$ cat src/rtl/btn_event_ctrl.sv
// Per-channel button event controller: edge detect, saturating hold counter for long presses,
// and a mode-selected interrupt flag (toggle, pulse, level, long-press toggle) with global clear.
module btn_event_ctrl #(
    parameter int unsigned N_CH        = 4,
    parameter int unsigned LONG_CYCLES = 50_000_000
) (
    input  logic              clk_out,
    input  logic              rst,
    input  logic [N_CH-1:0]   btn_debounce,
    input  logic [2*N_CH-1:0] mode,
    input  logic              clr,
    output logic [N_CH-1:0]   interrupt_flag,
    output logic [N_CH-1:0]   long_press,
    output logic              any_flag
);

    localparam int unsigned CNT_W = $clog2(LONG_CYCLES + 1);
    localparam logic [CNT_W-1:0] LongMax = CNT_W'(LONG_CYCLES);
    localparam logic [CNT_W-1:0] LongPre = CNT_W'(LONG_CYCLES - 1);

    logic [N_CH-1:0]            btn_shift_q;
    logic [N_CH-1:0]            rise;
    logic [N_CH-1:0][CNT_W-1:0] hold_cnt_q, hold_cnt_d;
    logic [N_CH-1:0]            flag_q, flag_d;
    logic [N_CH-1:0]            long_press_q, long_press_d;

    always_comb begin
        rise         = btn_debounce & ~btn_shift_q;
        hold_cnt_d   = hold_cnt_q;
        long_press_d = '0;
        flag_d       = flag_q;
        for (int i = 0; i < int'(N_CH); i++) begin
            // Counter saturates at LONG_CYCLES so a single hold yields one pulse only.
            if (!btn_debounce[i]) begin
                hold_cnt_d[i] = '0;
            end else if (hold_cnt_q[i] < LongMax) begin
                hold_cnt_d[i] = hold_cnt_q[i] + CNT_W'(1);
            end
            long_press_d[i] = btn_debounce[i] && (hold_cnt_q[i] == LongPre);

            unique case (mode[2*i +: 2])
                2'b00:   flag_d[i] = flag_q[i] ^ rise[i];
                2'b01:   flag_d[i] = rise[i];
                2'b10:   flag_d[i] = btn_debounce[i];
                default: flag_d[i] = flag_q[i] ^ long_press_d[i];
            endcase
        end
        if (clr) begin
            flag_d = '0;
        end
    end

    always_ff @(posedge clk_out or posedge rst) begin
        if (rst) begin
            btn_shift_q  <= '0;
            hold_cnt_q   <= '0;
            flag_q       <= '0;
            long_press_q <= '0;
        end else begin
            btn_shift_q  <= btn_debounce;
            hold_cnt_q   <= hold_cnt_d;
            flag_q       <= flag_d;
            long_press_q <= long_press_d;
        end
    end

    assign interrupt_flag = flag_q;
    assign long_press     = long_press_q;
    assign any_flag       = |flag_q;

endmodule

$ cat config.mk
export PLATFORM = sky130hd
export DESIGN_NAME = btn_event_ctrl
export DESIGN_NICKNAME = d
export VERILOG_FILES = /design/src/rtl/btn_event_ctrl.sv
export SDC_FILE = /design/constraint.sdc
export NUM_CORES = 1
export LEC_CHECK = 0
export ABC_AREA = 1
export CAP_MARGIN = 20
export CORE_MARGIN = 2
export CORE_UTILIZATION = 63
export CTS_CLUSTER_DIAMETER = 60
export DETAILED_ROUTE_END_ITERATION = 8
export PLACE_DENSITY = 0.8
export REMOVE_ABC_BUFFERS = 1
export SLEW_MARGIN = 20
export SYNTH_ARGS = -nofsm -noshare
export SYNTH_HDL_FRONTEND = slang
export SYNTH_SLANG_ARGS = --single-unit
$ cat constraint.sdc
create_clock -name clk_out -period 5 [get_ports clk_out]
set_clock_uncertainty 0.05 [all_clocks]
set_input_delay 1 -clock clk_out [delete_from_list [all_inputs] [get_ports clk_out]]
set_output_delay 1 -clock clk_out [all_outputs]
set_load 0.02 [all_outputs]
# [After elaboration in Yosys (flattened, before gate mapping)]
# Cells that the tools add are included.
[word_totals] reg_bits=116 output_inout_bits=9 elab_cells=63 inputBits=15
[op_classes] bitwise=10 n_lt_le_gt_ge=4 mux=13 n_addsub=4 reduce_logical=9 n_eq_ne=16
[ops] cell="2-to-1 mux 26 bit" count=8
[ops] cell="adder 26 x 1 -> 26 bit, second input constant" count=4
[ops] cell="== test 26 bit, second input constant" count=4
[ops] cell="less-than comparator 26 bit, second input constant" count=4
[ops] cell="one-hot mux 1 bit (3 select lines)" count=4
[ops] cell="== test 2 x 1 -> 1 bit, second input constant" count=4
[ops] cell="== test 2 bit, second input constant" count=4
[ops] cell="zero test 2 bit" count=4
[ops] cell="inequality test 2 x 1 -> 1 bit, second input constant" count=4
[ops] cell="bitwise XOR 1 bit" count=8
[ops] cell="AND 4 bit" count=1
[ops] cell="logical AND 1 bit" count=4
[ops] cell="2-to-1 mux 4 bit" count=1
[ops] cell="NOT 4 bit" count=1
[ops] cell="OR reduction 4 bit" count=1

# [Longest topological paths before layout]
# Gate-level depths: netlist (run 1).
[logic_depth] ltp_word=5 depth_mapped=12 depth_no_buf=12

# [Worst setup path after synthesis (run 1)]
# Ideal clock, no wire load.
[synth_path] kind="input -> register" from="input port btn_debounce[3]" to="register flag_q[3], in the netlist interrupt_flag[3]" setup_slack_ps=3042 path_buffers=1 required_ps=4837 t_arrival_ps=1795 path_stages=8 path_cell_list="clkbuf_1 -> nand4_1 -> nor2_1 -> nand3b_1 -> nand3_1 -> nand3_1 -> nand2_1 -> inv_1"
[synth_between] elab_chain_len=4 word_cells_on_any_way=6 cone_classes="2 x mux; 3 x bitwise; 1 x reduce/logical"
[synth_rtl] item="start, declared" line="9" rtl="input logic [N_CH-1:0] btn_debounce,"
[synth_rtl] item="AND 4 bit or logical AND 1 bit (tied branches)" line="28, 39"
[synth_rtl] item="bitwise XOR 1 bit, on equally long branches" line="42, 45"
[synth_rtl] item="one-hot mux 1 bit (3 select lines) *" line="41" rtl="unique case (mode[2*i +: 2])"
[synth_rtl] item="2-to-1 mux 4 bit *" line="48" rtl="if (clr) begin"
[synth_rtl] item="net flag_d[3]" line="24" rtl="logic [N_CH-1:0] flag_q, flag_d;"
[synth_rtl] item="end signal, assigned" line="62" rtl="flag_q <= flag_d;"
[synth_rtl] item="end, declared" line="24"
# Mark *: on every way through the listed nets, which the timed path passes. The rest lies on a longest branch.
# A chain may end at the register's enable or synchronous reset.

# [Worst setup path after layout (run 1)]
[layout_path] from="register flag_q[1], in the netlist interrupt_flag[1]" to="output port any_flag"
[layout_between] elab_chain_len=1
[layout_rtl] item="OR reduction 4 bit" line="69" rtl="assign any_flag = |flag_q;"
[layout_rtl] item="end, declared" line="14" rtl="output logic any_flag"
# No other way between the ends.

==> results.toml, run 1 <==
[status]
outcome = "complete, no violations"

[power]
power_density_nw_per_um2 = 262
p_leak_uw = 0.00418
ir_drop_uv = 294
clkPwrFrac = 0.544
switching_share = 0.225
p_int_uw = 1850
seq_power_share = 0.404
switchingPower_uw = 539
share_comb_of_total_power = 0.053

[placed_design]
hpwl_mm = 14.2
gp_congestion = 0.935
port_buffers = 23

[sta]
grt_setup_unrepaired = "false"
max_freq_mhz = 361
period_needed_ns = 2.77
worst_hold_slack_ns = 0.482
maxSlewViolCount = 0
hold_viol_final = 0
worst_pin_slew_ns = 0.931
relSlewSlack = 0.379
setup_viol = 0
min_period_over_period = 0.553
setup_tns_ns = 0

[critical_path]
arrival_ns = 1.72
max_stage_delay_ns = 0.64
cp.required_ns = 3.95
path_max_fanout = 3
cp_slowest_cell = "clkdlybuf4s50_1"
critPathCaptureType = "output port"
cp_top_family = "buffers and inverters"
cp_cell_sequence = "inv_1 > nand4_1 > clkdlybuf4s50_1"
critical_path_class = "reg -> out"
start_kind = "flip-flop"
critPathBufInv = 2

[clock_network]
post_cts_resized = 0
cts_tree = "done"
postCtsSetupBuffers = 0
htreeDepth = 4
cts-hold-fix-buffers = 0
numCtsBuffers = 17
insertion_delay_ns = 0.44
clockBufferDepth = 2
cts.sinks = 116
clkTransAtPathRegs_ns = 0.06
clockRootBuffer = "clkbuf_16"

[global_routing]
antenna_found_initial = 0
gr-usage-all-layers = 0.304
overflow = 0
grt_max_degree = 75
grt_pass1_wl_mm = 34.7
first_global_vias = 7283

[synth]
syn_area_um2 = 8250
synth-edff-count = 0
syn_avg_cell_area_um2 = 6.75
synth_cell_type_count = 38
ys_seq_elements = 116
syn_inst = 1222
ys_seq_area_frac = 0.352
yosys_most_used_dff = "dfrtp_1"
synthArstFlopShare = 1.00
synth_top_cell_by_area = "dfrtp_1"
synthMostInstantiatedCell = "nand2_1"
ys.warnings.count = 0
synth_top_area_frac = 0.352
synth_area_leaders = "dfrtp_1 35%, nand2_1 16%, nand3_1 9.6%"
synth_common_cells = "341 x nand2_1, 181 x nor2_1, 158 x nand3_1"

[floorplanning]
initial_core_util = 0.648
pin_count = 24
die_h_um = 118
design.core.area_um2 = 12700
fp-row-count = 41
die_w_um = 118
dieArea_um2 = 14000

[finish]
drive_above_1_share = 0.0593
syn_to_final_growth_pct = 10.6
fillers = 1131
nets = 1265
seqCellArea_um2 = 2900
multi_input_comb_area_um2 = 4590
fin_util = 0.717
antenna_cells = 0

[route]
drc = 0
routed_wirelength_mm = 20.4
via_per_inst = 5.59
antenna_left = 0
routedWlPerCell_um = 14.3
dr_total_vias = 7930
drtIter0Drc = 838
first_pass_iters = 6

[hold_path]
hold_class = "reg -> reg"

[flow_run]
cap_violations = 0
[state kept, by name, indices dropped and copies added, names as in the netlist]
register        cells
hold_cnt_q        104
btn_shift_q         4
interrupt_flag      4
long_press          4
[cells in the final DEF, fill, tap and decap left out, drive strengths merged]
master / instances
inv: 132
clkinvlp: 2
and3: 2
xnor2: 8
nor3: 30
a21oi: 7
nand3: 162
xor2: 43
or2: 2
o21ai: 52
nand4: 40
nand2: 348
a221oi: 4
dfrtp: 116
clkdlybuf4s50: 23
o21bai: 1
a21o: 3
o31ai: 6
nor3b: 4
nor4: 5
ha: 16
nand3b: 10
clkbuf: 24
buf: 5
nor2: 193
bufinv: 3
clkinv: 6
[cells by family after synthesis]
group,share of synthesized area
simple gates,0.425
buf+inv,0.0918
flops,0.352
compound gates,0.0528
xor+xnor,0.0542
fa+ha+maj,0.0243
[metrics by stage]
stage | setup WS (ns) | total power, uW | cell area, um^2 | cells
CTS | 2.22 | 2400 | 9120 | 1419
detailed placement | 1.86 | 1110 | 8490 | 1387
global placement | 1.92 | 1100 | 8490 | 1387
global route | 2.06 | 2460 | 9120 | 1419
finish | 2.23 | 2390 | 9120 | 1419
floorplan | 0.878 | 1040 | 8010 | 1187
[path summary, 6_finish.rpt]
| path | start | endpoint | slack, ns | cells after the start |
|---|---|---|---|---|
| max in group asynchronous | rst | long_press[2]$_DFF_PP0_ | 2.96 | 3 |
| min in group asynchronous | rst | hold_cnt_q[5]$_DFFE_PP0P_ | 1.08 | 2 |
| min | hold_cnt_q[51]$_DFFE_PP0P_ | hold_cnt_q[51]$_DFFE_PP0P_ | 0.48 | 2 |
| max reg2reg | hold_cnt_q[97]$_DFFE_PP0P_ | hold_cnt_q[80]$_DFFE_PP0P_ | 2.66 | 9 |
| min reg2reg | hold_cnt_q[51]$_DFFE_PP0P_ | hold_cnt_q[51]$_DFFE_PP0P_ | 0.48 | 2 |
| max | interrupt_flag[1]$_DFF_PP0_ | any_flag | 2.23 | 3 |
[worst min-delay path, delay by kind of cell, from the launching register on]
family	cells	cell delay [ns]
buffers and inverters	1	0.06
flip-flops	1	0.38
AO/OA/AOI/OAI	1	0.05
[power groups by stage]
| stage | Sequential, uW | Clock [uW] | Combinational (uW) |
|---|---|---|---|
| 3_3_place_gp | 981 | 0 | 123 |
| 2_1_floorplan | 981 | 0 | 62.5 |
| 6_report | 965 | 1300 | 126 |
| 5_1_grt | 967 | 1350 | 143 |
| 3_5_place_dp | 981 | 0 | 127 |
| 4_1_cts | 965 | 1310 | 128 |
[cell type report]
cell class | count | area share
multi-input combinational | 936 | 0.503
sequential | 116 | 0.318
inverter | 135 | 0.0566
clock buffer | 24 | 0.0561
timing repair buffer | 28 | 0.0294
tap | 172 | 0.0236
clock inverter | 8 | 0.0132
[routing by layer]
layer	wire length (um)	up-vias	share of wire	global-route usage
li1	-	3962	-	-
met1	9280	3680	0.46	0.420
met2	9600	249	0.47	0.486
met3	1180	39	0.058	0.0613
met4	296	0	0.015	0.0900
met5	0	-	0	0
No activity file was read; power rests on OpenSTA's default activity.
==> run 2: changes to the inputs <==
Clock period 5 ns to 2.8 ns, I/O delays scaled along.
==> run 2 against run 1 <==
Against the previous run: sequential cell count stayed put; wire length is essentially flat; hold slack improved by 0.0097 ns; die area is the same; highest routed layer unchanged.
==> results.toml, run 2 (same netlist as run 1, synthesis figures left out) <==
[critical_path]
cp_slowest_cell = "clkdlybuf4s50_1"
max_stage_delay_ns = 0.63
r2r-start = "hold_cnt_q[97]$_DFFE_PP0P_"
path_max_fanout = 3
critical_path_class = "reg -> out"
cp_cell_sequence = "inv_1 > nand4_1 > clkdlybuf4s50_1"
crit_start = "interrupt_flag[2]$_DFF_PP0_"
start_kind = "flip-flop"
cp.required_ns = 2.19
critPathCaptureType = "output port"
arrival_ns = 1.76

[sta]
max_freq_mhz = 421
hold_viol_final = 0
maxSlewViolCount = 0
worst_pin_slew_ns = 0.650
min_period_over_period = 0.848
worst_hold_slack_ns = 0.492
relSlewSlack = 0.563
grt_setup_unrepaired = "false"
fin_ws_ns = 0.426
setup_viol = 0
period_needed_ns = 2.37

[clock_network]
cts.sinks = 116
insertion_delay_ns = 0.43
clockRootBuffer = "clkbuf_16"
post_cts_resized = 0
cts_tree = "done"
clkTransAtPathRegs_ns = 0.05
postCtsSetupBuffers = 0
clockBufferDepth = 2
numCtsBuffers = 17
htreeDepth = 4
cts-hold-fix-buffers = 0

[floorplanning]
pin_count = 24
die_h_um = 118
fp-row-count = 41
die_w_um = 118
initial_core_util = 0.648
design.core.area_um2 = 12700
dieArea_um2 = 14000

[route]
routedWlPerCell_um = 14.3
routed_wirelength_mm = 20.4
drtIter0Drc = 775
drc = 0
via_per_inst = 5.59
antenna_left = 0
first_pass_iters = 6
dr_total_vias = 7978

[power]
p_leak_uw = 0.00420
switchingPower_uw = 958
power_density_nw_per_um2 = 453
ir_drop_uv = 417
p_int_uw = 3190
switching_share = 0.231
seq_power_share = 0.416
clkPwrFrac = 0.527
share_comb_of_total_power = 0.056

[global_routing]
grt_max_degree = 50
grt_pass1_wl_mm = 34.8
gr-usage-all-layers = 0.304
overflow = 0
antenna_found_initial = 0
first_global_vias = 7241

[finish]
final_common_cell = "nand2_1"
fillers = 1059
drive_above_1_share = 0.0638
syn_to_final_growth_pct = 11.0
top_register = "hold_cnt_q"
nets = 1273
final_cell_area_um2 = 9160
final_cells = 1426
antenna_cells = 0
layout.cells.most_common_list = "341 x nand2_1, 181 x nor2_1, 158 x nand3_1"
fin_util = 0.720
largest_reg_flops = 104

[placed_design]
post-place-cells = 1395
place_ws_ns = 0.510
gp_congestion = 0.980
port_buffers = 23
placed_area_um2 = 8580
hpwl_mm = 14.5

[hold_path]
hold_class = "in -> async"

[status]
outcome = "complete, no violations"

[flow_run]
cap_violations = 0
[run 2: changes by cell type in the layout (fill, tap and decap cells not counted)]
cell	change
buf_12	+2
buf_4	+6
clkbuf_1	+1
clkinv_2	+3
clkbuf_8	-5
[run 2: worst max-delay path, delay by kind of cell, from the launching register on]
kind / cells / cell delay [ns]
AND/OR/NAND/NOR: 1 / 0.15
buffers and inverters: 2 / 0.74
flip-flops: 1 / 0.45
[run 2: power by group through the flow]
| stage | Sequential (uW) | Combinational, uW | Clock [uW] |
|---|---|---|---|
| floorplan | 1750 | 112 | 0 |
| global placement | 1750 | 232 | 0 |
| detailed placement | 1750 | 236 | 0 |
| CTS | 1730 | 236 | 2200 |
| global route | 1730 | 265 | 2270 |
| finish | 1730 | 234 | 2190 |
[run 2: worst paths after layout]
path	to	slack, ns	depth (start not counted)
worst max-delay path	any_flag	0.43	3
max in group asynchronous	hold_cnt_q[14]$_DFFE_PP0P_	1.58	3
min in group clk_out	hold_cnt_q[77]$_DFFE_PP0P_	0.50	2
worst min-delay path	hold_cnt_q[37]$_DFFE_PP0P_	0.49	2
worst max register to register	hold_cnt_q[100]$_DFFE_PP0P_	0.66	9
worst min register to register	hold_cnt_q[77]$_DFFE_PP0P_	0.50	2
[run 2: through the flow]
stage	setup TNS [ns]	total power, uW
after detailed placement	0	1990
after CTS	0	4160
final	0	4150
after global placement	0	1990
after global routing	0	4270
after floorplan	-102.36	1860
[run 2: area by class of cell]
| class | instances | area (um^2) | area share |
|---|---|---|---|
| Clock buffer | 20 | 447 | 0.0488 |
| Clock inverter | 11 | 135 | 0.0148 |
| Inverter | 135 | 517 | 0.0564 |
| Multi-Input combinational cell | 936 | 4590 | 0.501 |
| Sequential cell | 116 | 2900 | 0.317 |
| Tap cell | 172 | 215 | 0.0235 |
| Timing Repair Buffer | 36 | 353 | 0.0385 |
[run 2: metal layers]
layer / wire [um] / global-route usage / vias up
met5: 0 / 0 / -
met4: 272 / 0.0811 / 0
met3: 1310 / 0.0541 / 26
met2: 9430 / 0.488 / 306
met1: 9340 / 0.427 / 3652
li1: - / - / 3994
==> run 3: changes to the inputs <==
Settings changed: CORE_UTILIZATION 63 to 57, PLACE_DENSITY 0.8 to 0.77.
Clock period 2.8 ns to 2.1 ns, I/O delays scaled along.
==> run 3 against run 2 <==
Against the previous run: global-route usage decreased by 2.2 points; combinational power increased by 38%; clock-buffer cell count unchanged; sequential share of layout area decreased by 0.44 points; total power increased by 30%; critical endpoint is now interrupt_flag[3].
==> results.toml, run 3 (same netlist as run 1, synthesis figures left out) <==
[clock_network]
clockBufferDepth = 2
cts-hold-fix-buffers = 0
cts_tree = "done"
numCtsBuffers = 17
post_cts_resized = 1
htreeDepth = 4
cts.sinks = 116
postCtsSetupBuffers = 0
insertion_delay_ns = 0.42
clockRootBuffer = "clkbuf_16"
clkTransAtPathRegs_ns = 0.06

[global_routing]
gr-usage-all-layers = 0.282
grt_max_degree = 42
overflow = 0
antenna_found_initial = 0
grt_pass1_wl_mm = 36.0
first_global_vias = 7409

[route]
antenna_left = 0
routedWlPerCell_um = 14.3
via_per_inst = 5.45
first_pass_iters = 5
drc = 0
drtIter0Drc = 551
routed_wirelength_mm = 20.8
dr_total_vias = 7917

[floorplanning]
die_h_um = 124
die_w_um = 124
pin_count = 24
dieArea_um2 = 15400
design.core.area_um2 = 14000
fp-row-count = 43
initial_core_util = 0.590

[sta]
setup_viol = 0
min_period_over_period = 0.943
relSlewSlack = 0.525
hold_viol_final = 0
period_needed_ns = 1.98
worst_hold_slack_ns = 0.267
max_freq_mhz = 505
grt_setup_unrepaired = "false"
worst_pin_slew_ns = 0.707
maxSlewViolCount = 0

[critical_path]
cp_top_family = "buffers and inverters"
reg2reg_slack_ns = 0.17
rr_worst_depth = 7
cp_slowest_cell = "clkdlybuf4s50_1"
path_max_fanout = 2
r2r-start = "hold_cnt_q[52]$_DFFE_PP0P_"
cp.required_ns = 1.63
arrival_ns = 1.51
critical_path_class = "reg -> out"
cp_cell_sequence = "buf_4 > clkdlybuf4s50_1"
start_kind = "flip-flop"
r2r-end = "hold_cnt_q[66]$_DFFE_PP0P_"
max_stage_delay_ns = 0.61
critPathCaptureType = "output port"
critPathBufInv = 2

[finish]
multi_input_comb_area_um2 = 4600
top_register = "hold_cnt_q"
layout.cells.most_common_list = "341 x nand2_1, 181 x nor2_1, 158 x nand3_1"
nets = 1290
final_common_cell = "nand2_1"
syn_to_final_growth_pct = 12.6
largest_reg_flops = 104
seqCellArea_um2 = 2900
drive_above_1_share = 0.0778
fillers = 1274
antenna_cells = 0
fin_util = 0.664
final_cell_area_um2 = 9290

[flow_run]
cap_violations = 0

[placed_design]
gp_congestion = 0.957
hpwl_mm = 15.7
port_buffers = 23
placed_area_um2 = 8710

[hold_path]
hold_class = "in -> async"

[power]
power_density_nw_per_um2 = 580
finalPower_uw = 5390
share_comb_of_total_power = 0.060
p_leak_uw = 0.00427
seq_power_share = 0.427
switching_share = 0.245
ir_drop_uv = 561
p_int_uw = 4060
clkPwrFrac = 0.513
switchingPower_uw = 1320

[status]
outcome = "complete, no violations"
## run 3: cell types whose count changed in the layout (fill, tap and decap cells not counted), moves of 2 or more
cell / delta
clkinv_4: +2
buf_4: +17
clkinvlp_4: +4
clkinv_2: -3
bufinv_16: -2
## run 3: metal layers
metal	track usage	share of wire	wire length (um)
met4	0.0952	0.023	483
met2	0.437	0.46	9480
met3	0.0619	0.057	1180
met1	0.393	0.46	9620
met5	0	0	0
## run 3: cell type report
type | count | area share
multi-input combinational | 936 | 0.495
sequential | 116 | 0.313
inverter | 135 | 0.0556
timing repair buffer | 53 | 0.0516
clock buffer | 20 | 0.0492
tap | 180 | 0.0243
clock inverter | 12 | 0.0116
## run 3: worst max path at each step
| stage | startpoint | end | cells past startpoint | slack, ns |
|---|---|---|---|---|
| 3_3_place_gp | btn_debounce[0] | interrupt_flag[0]$_DFF_PP0_ | 8 | 0.13 |
| 3_5_place_dp | btn_debounce[0] | hold_cnt_q[8]$_DFFE_PP0P_ | 3 | 0.07 |
| 4_1_cts | interrupt_flag[3]$_DFF_PP0_ | interrupt_flag[3] | 2 | 0.1 |
| 5_1_grt | hold_cnt_q[52]$_DFFE_PP0P_ | hold_cnt_q[68]$_DFFE_PP0P_ | 8 | 0.03 |
| 2_1_floorplan | rst | btn_shift_q[0]$_DFF_PP0_ | 1 | -1.44 |
| 6_report | interrupt_flag[3]$_DFF_PP0_ | interrupt_flag[3] | 2 | 0.12 |
## run 3: metrics by stage
step | TNS, ns | worst slack, ns | cells
2_1_floorplan | -167.32 | -1.44 | 1187
3_3_place_gp | 0 | 0.129 | 1420
3_5_place_dp | 0 | 0.0702 | 1420
4_1_cts | 0 | 0.0982 | 1452
5_1_grt | 0 | 0.0303 | 1452
6_report | 0 | 0.120 | 1452
## run 3: power groups by stage
| stage | Sequential (uW) | Clock (uW) | Combinational [uW] |
|---|---|---|---|
| floorplan | 2340 | 0 | 149 |
| global placement | 2340 | 0 | 325 |
| detailed placement | 2340 | 0 | 329 |
| CTS | 2300 | 2810 | 327 |
| global route | 2300 | 2920 | 366 |
| finish | 2300 | 2770 | 322 |
